$ cat src/rtl/bus_arbiter.sv
// Two-master bus arbiter: grants one request at a time, drives a single bus cycle, waits a
// fixed slave latency and returns read data to the granted master with a one-cycle ack.
// Round-robin arbitration by default; define BUS_ARB_FIXED_PRIO_EN to make m0 always win ties.
module bus_arbiter #(
  parameter int unsigned LATENCY = 1,
  parameter int unsigned DATA_W  = 32
) (
  input  logic              clk,
  input  logic              rst,
  input  logic              m0_req_i,
  input  logic              m0_wr_i,
  input  logic [DATA_W-1:0] m0_addr_i,
  input  logic [DATA_W-1:0] m0_data_i,
  output logic              m0_ack_o,
  output logic [DATA_W-1:0] m0_data_o,
  input  logic              m1_req_i,
  input  logic              m1_wr_i,
  input  logic [DATA_W-1:0] m1_addr_i,
  input  logic [DATA_W-1:0] m1_data_i,
  output logic              m1_ack_o,
  output logic [DATA_W-1:0] m1_data_o,
  output logic              bus_rd_en_o,
  output logic              bus_wr_en_o,
  output logic [DATA_W-1:0] bus_addr_o,
  output logic [DATA_W-1:0] bus_data_o,
  input  logic [DATA_W-1:0] bus_data_i,
  output logic              busy_o
);

  localparam int unsigned CntW = 4;
  localparam logic [CntW-1:0] CntLoad = CntW'(LATENCY - 1);

  typedef enum logic [1:0] {StIdle, StAccess, StWait, StResp} state_e;

  state_e              state_q, state_d;
  logic [CntW-1:0]     cnt_q, cnt_d;
  logic                gnt_q, gnt_d;      // 0 = m0, 1 = m1
  logic                wr_q, wr_d;
  logic [DATA_W-1:0]   addr_q, addr_d;
  logic [DATA_W-1:0]   wdata_q, wdata_d;
  logic [DATA_W-1:0]   m0_rdata_q, m0_rdata_d;
  logic [DATA_W-1:0]   m1_rdata_q, m1_rdata_d;
  logic                win;

`ifdef BUS_ARB_FIXED_PRIO_EN
  // m0 wins whenever it requests; m1 only when m0 is idle.
  assign win = ~m0_req_i;
`else
  logic last_gnt_q, last_gnt_d;

  // Round-robin: on a tie the master that was not granted last time wins.
  always_comb begin
    if (m0_req_i && m1_req_i) begin
      win = ~last_gnt_q;
    end else begin
      win = m1_req_i;
    end
  end

  // Remember the most recent winner; reset to 1 so m0 wins the first tie.
  always_ff @(posedge clk) begin
    if (rst) begin
      last_gnt_q <= 1'b1;
    end else begin
      last_gnt_q <= last_gnt_d;
    end
  end
`endif

  // Next-state logic: arbitrate in idle, then walk access -> wait -> resp.
  always_comb begin
    state_d    = state_q;
    cnt_d      = cnt_q;
    gnt_d      = gnt_q;
    wr_d       = wr_q;
    addr_d     = addr_q;
    wdata_d    = wdata_q;
    m0_rdata_d = m0_rdata_q;
    m1_rdata_d = m1_rdata_q;
`ifndef BUS_ARB_FIXED_PRIO_EN
    last_gnt_d = last_gnt_q;
`endif
    unique case (state_q)
      StIdle: begin
        if (m0_req_i || m1_req_i) begin
          gnt_d   = win;
          wr_d    = win ? m1_wr_i : m0_wr_i;
          addr_d  = win ? m1_addr_i : m0_addr_i;
          wdata_d = win ? m1_data_i : m0_data_i;
          state_d = StAccess;
`ifndef BUS_ARB_FIXED_PRIO_EN
          last_gnt_d = win;
`endif
        end
      end
      StAccess: begin
        cnt_d   = CntLoad;
        state_d = StWait;
      end
      StWait: begin
        if (cnt_q == '0) begin
          state_d = StResp;
          // Read data is only returned to the master that issued the read.
          if (!wr_q) begin
            if (gnt_q) begin
              m1_rdata_d = bus_data_i;
            end else begin
              m0_rdata_d = bus_data_i;
            end
          end
        end else begin
          cnt_d = cnt_q - 1'b1;
        end
      end
      StResp: begin
        state_d = StIdle;
      end
    endcase
  end

  // State and datapath registers; reset aborts any transfer in flight.
  always_ff @(posedge clk) begin
    if (rst) begin
      state_q    <= StIdle;
      cnt_q      <= '0;
      gnt_q      <= 1'b0;
      wr_q       <= 1'b0;
      addr_q     <= '0;
      wdata_q    <= '0;
      m0_rdata_q <= '0;
      m1_rdata_q <= '0;
    end else begin
      state_q    <= state_d;
      cnt_q      <= cnt_d;
      gnt_q      <= gnt_d;
      wr_q       <= wr_d;
      addr_q     <= addr_d;
      wdata_q    <= wdata_d;
      m0_rdata_q <= m0_rdata_d;
      m1_rdata_q <= m1_rdata_d;
    end
  end

  // Output decode from registered state.
  always_comb begin
    bus_rd_en_o = (state_q == StAccess) && !wr_q;
    bus_wr_en_o = (state_q == StAccess) && wr_q;
    bus_addr_o  = addr_q;
    bus_data_o  = wdata_q;
    m0_ack_o    = (state_q == StResp) && !gnt_q;
    m1_ack_o    = (state_q == StResp) && gnt_q;
    m0_data_o   = m0_rdata_q;
    m1_data_o   = m1_rdata_q;
    busy_o      = (state_q != StIdle);
  end

endmodule

$ cat config.mk
export PLATFORM = sky130hd
export DESIGN_NAME = bus_arbiter
export DESIGN_NICKNAME = d
export VERILOG_FILES = /design/src/rtl/bus_arbiter.sv
export SDC_FILE = /design/constraint.sdc
export NUM_CORES = 1
export LEC_CHECK = 0
export CAP_MARGIN = 5
export CORE_MARGIN = 2
export CORE_UTILIZATION = 45
export CTS_BUF_LIST = sky130_fd_sc_hd__clkbuf_8
export DETAILED_ROUTE_END_ITERATION = 10
export GPL_TIMING_DRIVEN = 0
export PLACE_DENSITY_LB_ADDON = 0.25
export SYNTH_ARGS = -nofsm -noshare
export SYNTH_HDL_FRONTEND = slang
export SYNTH_SLANG_ARGS = --single-unit
$ cat constraint.sdc
create_clock -name clk -period 5.75 [get_ports clk]
set_clock_uncertainty 0.15 [all_clocks]
set_input_delay 1.725 -clock clk [delete_from_list [all_inputs] [get_ports clk]]
set_output_delay 1.725 -clock clk [all_outputs]
set_load 0.1 [all_outputs]
==> impl_metrics.json <==
{
  "vias": 5511,
  "grt_pass1_vias": 5621,
  "path_class": "reg2out",
  "drt_pre_antenna_iters": 4,
  "outcome": "finished clean",
  "cts_buffer_depth": 2,
  "io_pins": 299,
  "ys_types": 34,
  "maxUsedRoutingLayer": "met4",
  "final_layout_size_suffix_gt1_share_pct": 5.24,
  "worst_hold_path_type": "reg2reg",
  "drc_errors": 0,
  "cts_buffers": 17,
  "cts-hold-fix-buffers": 0,
  "synth_seq_area_share_pct": 46.0,
  "wl_met1_um": 6860,
  "reg2regPathDepth": 7,
  "h-tree-depth": 4,
  "avgSynthCellArea_um2": 10.1,
  "die_x_um": 119,
  "holdPathEnd": "m0_data_o[2]$_SDFFE_PP0P_",
  "syn_nets": 761,
  "grt_max_degree": 17,
  "antenna_found_initial": 0,
  "synth_seq_cells": 137,
  "worst_slew_pin_slew_ns": 1.07,
  "hp-start": "m0_data_o[2]$_SDFFE_PP0P_",
  "max_clock_freq_mhz": 230,
  "cp.arrival_ns": 2.46,
  "wl_met2_um": 9380,
  "yosys_warnings": 0,
  "met3_length_um": 1300,
  "hold_viol_final": 0,
  "synthArstFlopShare_pct": 0,
  "cts_tree": "done",
  "ant_nets": 0,
  "drt_iter0_markers": 165,
  "dieArea_mm2": 0.0142,
  "avgViaCountPerCell": 5.05,
  "min_period_over_period_pct": 75.5,
  "wl_um": 18100,
  "synth_area_mm2": 0.00597,
  "worst_setup_path_end_kind": "output pin",
  "cts.sinks": 137,
  "p_per_area_mw_per_mm2": 514,
  "start_util_pct": 45.6,
  "ctsResizeCount": 0,
  "areaGrowthSynthToFinish_pct": 59.0,
  "cts_setup_buffers": 0,
  "worstReg2RegStart": "state_q[0]$_SDFFE_PP0P_",
  "clk_latency_ns": 0.43,
  "holdPathStages": 2,
  "wl_per_cell_um": 16.6,
  "grt_setup_unrepaired": "no",
  "drv_cap": 0,
  "final-seq-area_mm2": 0.00274,
  "grt_pass1_wl_um": 28200,
  "core-area_mm2": 0.0131,
  "final_util_pct": 72.5,
  "placed_area_mm2": 0.00916,
  "dp_hpwl_um": 14400,
  "multi_input_area_mm2": 0.00298,
  "regToRegSetupSlack_ns": 3.48,
  "cp_data_required_time_ns": 3.88,
  "n_antenna_cell": 0,
  "slew_violations": 0,
  "max-vdd-ir-drop_mv": 0.326,
  "fin_area_mm2": 0.00949,
  "rr_endpoint": "m0_data_o[28]$_SDFFE_PP0P_",
  "slew_headroom_pct": 28.1,
  "synth-edff-count": 0,
  "fp.dieH_um": 119,
  "setup.worst_path.start": "state_q[1]$_SDFFE_PP0P_",
  "cts.reportedPaths.clkPinSlew_ns": 0.07,
  "port_buffers": 297,
  "gr-total-overflow": 0,
  "nets": 1077,
  "power_leakage_nw": 3.70,
  "min_period_ns": 4.34,
  "cts-root-buf": "clkbuf_8",
  "fillers": 951,
  "start_kind": "register",
  "synthCells": 589,
  "fin_tns_setup_ns": 0,
  "synth_flop_cell": "dfxtp_1",
  "num_rows": 42,
  "place_congestion": 0.807,
  "cp_max_fo": 4,
  "grt_use_total_pct": 25.5,
  "setup_violations": 0
}
-- routing by layer --
layer,track usage (%),vias to the layer above
met4,11.8,0
met1,27.2,2588
met5,0,-
met2,45.6,206
met3,8.19,39
li1,-,2678
-- cell type report --
cell class,instances,area share (%)
Sequential cell,137,28.9
Clock buffer,21,3.05
Tap cell,176,2.32
Timing Repair Buffer,297,31.3
Inverter,6,0.237
Buffer,47,2.40
Clock inverter,9,0.396
Multi-Input combinational cell,399,31.4
-- cells in the mapped netlist, drive strengths merged, types with 2 or more instances --
master / count / area, um^2
nand3: 2 / 10.0
buf: 19 / 123
clkbuf: 28 / 105
inv: 6 / 22.5
nor3b: 2 / 20.0
dfxtp: 137 / 2740
nand2b: 99 / 619
o211ai: 3 / 22.5
mux2i: 130 / 1300
and2: 2 / 12.5
nor2b: 2 / 12.5
nor2: 66 / 248
ha: 6 / 75.1
o21ai: 2 / 10.0
or2: 2 / 12.5
or3: 2 / 12.5
a21oi: 4 / 20.0
a211oi: 66 / 495
-- report_power, final --
part           total, W  switching (W)  internal [W]
logic           0.00291        0.00217      0.000743
clock network  0.000662       0.000334      0.000327
registers       0.00130       0.000129       0.00117
-- cells by family (layout without fill, tap and decap cells) --
logic type | Yosys count | after routing | share of synthesized area [%]
DFF | 137 | 137 | 46.0
buffers and inverters | 53 | 380 | 4.19
muxes | 130 | 130 | 21.8
and+or+nand+nor | 182 | 182 | 16.8
AOI/OAI and AO/OA | 81 | 81 | 10.0
adders and majority gates | 6 | 6 | 1.26
-- cells in the final DEF, fill, tap and decap left out, types with 3 or more instances in the layout --
cell type        synthesis  final
ha_1                     6      6
nor2_1                  66     66
nand2b_1                99     99
dfxtp_1                137    137
clkbuf_1                28     28
buf_4                    5      5
a21oi_1                  4      4
buf_2                    8      8
clkdlybuf4s50_1          0    297
buf_1                    3      3
o211ai_1                 3      3
buf_6                    3      3
clkbuf_8                 0     21
mux2i_1                130    130
inv_1                    5     11
a211oi_1                66     66
clkinv_2                 0      3
-- worst max-delay path: stages, from the launching register on --
cell             delay [ns]
dfxtp_1                0.35
inv_1                  0.12
ha_1                   0.22
nor2b_1                0.17
clkdlybuf4s50_1        1.18
-- worst max path at each step --
stage,end,slack [ns],depth (start not counted)
2_1_floorplan,bus_rd_en_o,1.93,3
3_3_place_gp,bus_rd_en_o,1.93,4
3_5_place_dp,bus_rd_en_o,1.87,4
4_1_cts,bus_rd_en_o,1.38,4
5_1_grt,busy_o,1.31,4
6_report,bus_rd_en_o,1.41,4
-- flip-flops by register name (all words and copies together) (netlist names) --
name and flops:
bus_addr_o 32, bus_data_o 32, wr_q 1, gnt_q 1
m0_data_o 32, cnt_q 4, m1_data_o 32, state_q 2
last_gnt_q 1
-- through the flow --
stage / setup WS (ns) / instances / power [W] / hold slack (ns)
after floorplan: 1.93 / 589 / 0.00349 / 0.323
after global placement: 1.93 / 1062 / 0.00419 / 0.307
after detailed placement: 1.87 / 1062 / 0.00423 / 0.316
after CTS: 1.38 / 1092 / 0.00491 / 0.326
after global routing: 1.31 / 1092 / 0.00507 / 0.347
final: 1.41 / 1092 / 0.00488 / 0.323
No activity file was read; power rests on OpenSTA's default activity.
==> patch, RTL diff (same settings) <==
`DATA_W`: 32 -> 28.
--- a/src/rtl/bus_arbiter.sv
+++ b/src/rtl/bus_arbiter.sv
@@ -3,7 +3,7 @@
 // Round-robin arbitration by default; define BUS_ARB_FIXED_PRIO_EN to make m0 always win ties.
 module bus_arbiter #(
   parameter int unsigned LATENCY = 1,
-  parameter int unsigned DATA_W  = 32
+  parameter int unsigned DATA_W  = 28
 ) (
   input  logic              clk,
   input  logic              rst,
Ports: changed (9 resized); port bits go from 299 to 263. No check against the original RTL was run, so the function may have changed too.
==> patch against the unedited design <==
Global-route usage down 0.90 points. Total power shrank 8.7%. Design area is 11% lower. Synthesized area is 11% lower. Setup slack better by 0.063 ns. Maximum frequency grew 1.5%. Sequential share of layout area shrank 0.31 points. Wire length decreased by 12%. Sequential cell count shrank 16. Sequential power down 12%.
==> patch: results (changes against the unedited design) <==
metric,value,unit,change
status,finished clean,,
via/cell ratio,5.07,,+0.46%
Crit Reg-Reg Startpoint,state_q[0],,
Nets,957,,-11%
multi-input combinational cell area,0.00264,mm²,-11%
drt total wl,15900,µm,-12%
"Seq/Total Area, Yosys",45.6,%,-0.33 points
grt met2 use,44.8,%,-0.83 points
Multi-In Gates,357,,-11%
dominant synthesized flop cell,dfxtp_1,,
"Reg clk slew, reported paths",0.06,ns,
Worst path max stage delay,1.14,ns,-0.04 ns
Num CTS Buffers,17,,unchanged
crit-path leading delay family,buffers and inverters,,
peak supply drop,446,µV,+37%
CP max FO,7,,+3
largest cells by area after synthesis,"dfxtp_1, mux2i_1, nand2b_1",,
CTS Sinks,121,,-12%
clkbuf count,19,,-9.5%
GP Congestion,0.785,,-2.8%
layout cells sized above 1,6.00,%,+0.76 points
register area,0.00242,mm²,-12%
HP Start,m0_data_o[24],,
NonClk Buf Share,33.6,%,-0.18 points
worst setup path class,reg -> out,,
met1 Track Usage GR,26.0,%,-1.2 points
WL met3,1420,µm,+9.5%
syn nets,677,,-11%
CP arrival,2.40,ns,-0.06 ns
H-tree levels,4,,unchanged
met3 usage in global routing,10.2,%,+2.0 points
GRT Overall Usage,24.6,%,-0.90 points
first-pass GRT wire length,24800,µm,-12%
M1 WL,6200,µm,-9.6%
DR iter-0 viols,170,,+3.0%
number of global-route vias before repair,4997,,-11%
Routed met2 length,8050,µm,-14%
DP Wirelength,12500,µm,-13%
diode count,0,,unchanged
Lkg Pwr,3.31,nW,-11%
Max-slew headroom,30.1,%,+2.0 points
synth unique cells,32,,-5.9%
filler instances,831,,-13%
ClkCell Share,4.36,%,+0.92 points
Async SR Flop Fraction,0,%,unchanged
"top cells by count, synth","dfxtp_1, mux2i_1, nand2b_1",,
Port Buf Inserts,261,,-12%
buffers outside the clock class,303,,-12%
count of non-CTS inverters in the layout,5,,-1
[patch: cell count changes after synthesis, moves of 3 or more]
cell,change
mux2i_1,-16
nor2_1,-7
buf_2,-5
o21ai_0,+3
clkbuf_1,-8
o211ai_1,-3
a211oi_1,-8
dfxtp_1,-16
buf_4,+3
buf_1,+3
nand2b_1,-13
[patch: worst reg2reg max path, stage by stage, from the launching register on]
cell	delay, ns
dfxtp_1	0.33
inv_1	0.12
ha_1	0.29
o21a_1	0.15
buf_2	0.16
buf_2	0.23
buf_1	0.42
a211oi_1	0.16
[patch: cells by family after synthesis]
kind of cell	Yosys count	share of synthesized area [%]
mux	114	21.5
simple gates	163	16.7
fa+ha+maj	6	1.41
flops	121	45.6
compound gates	74	10.1
buf+inv	47	4.67
[patch: power by group]
group	internal [mW]	switching, mW	total (mW)
sequential	1.04	0.116	1.15
combinational	0.666	1.91	2.58
clock	0.396	0.324	0.719
[patch: per-stage QoR]
step | total power [mW] | hold slack (ns) | worst slack (ns) | cell area, µm² | instances
final | 4.45 | 0.323 | 1.47 | 8470 | 959
after global routing | 4.63 | 0.342 | 1.38 | 8470 | 959
after CTS | 4.47 | 0.328 | 1.43 | 8470 | 959
after detailed placement | 3.75 | 0.317 | 1.91 | 8100 | 929
after global placement | 3.70 | 0.308 | 1.96 | 8100 | 929
after floorplan | 3.09 | 0.325 | 1.95 | 5310 | 525
[patch: worst paths after layout]
kind | endpoint | slack (ns) | cells past startpoint
worst max-delay path | busy_o | 1.47 | 4
worst min register to register | m0_data_o[24] | 0.32 | 2
worst max register to register | bus_data_o[8] | 3.60 | 7
worst min-delay path | m0_data_o[24] | 0.32 | 2
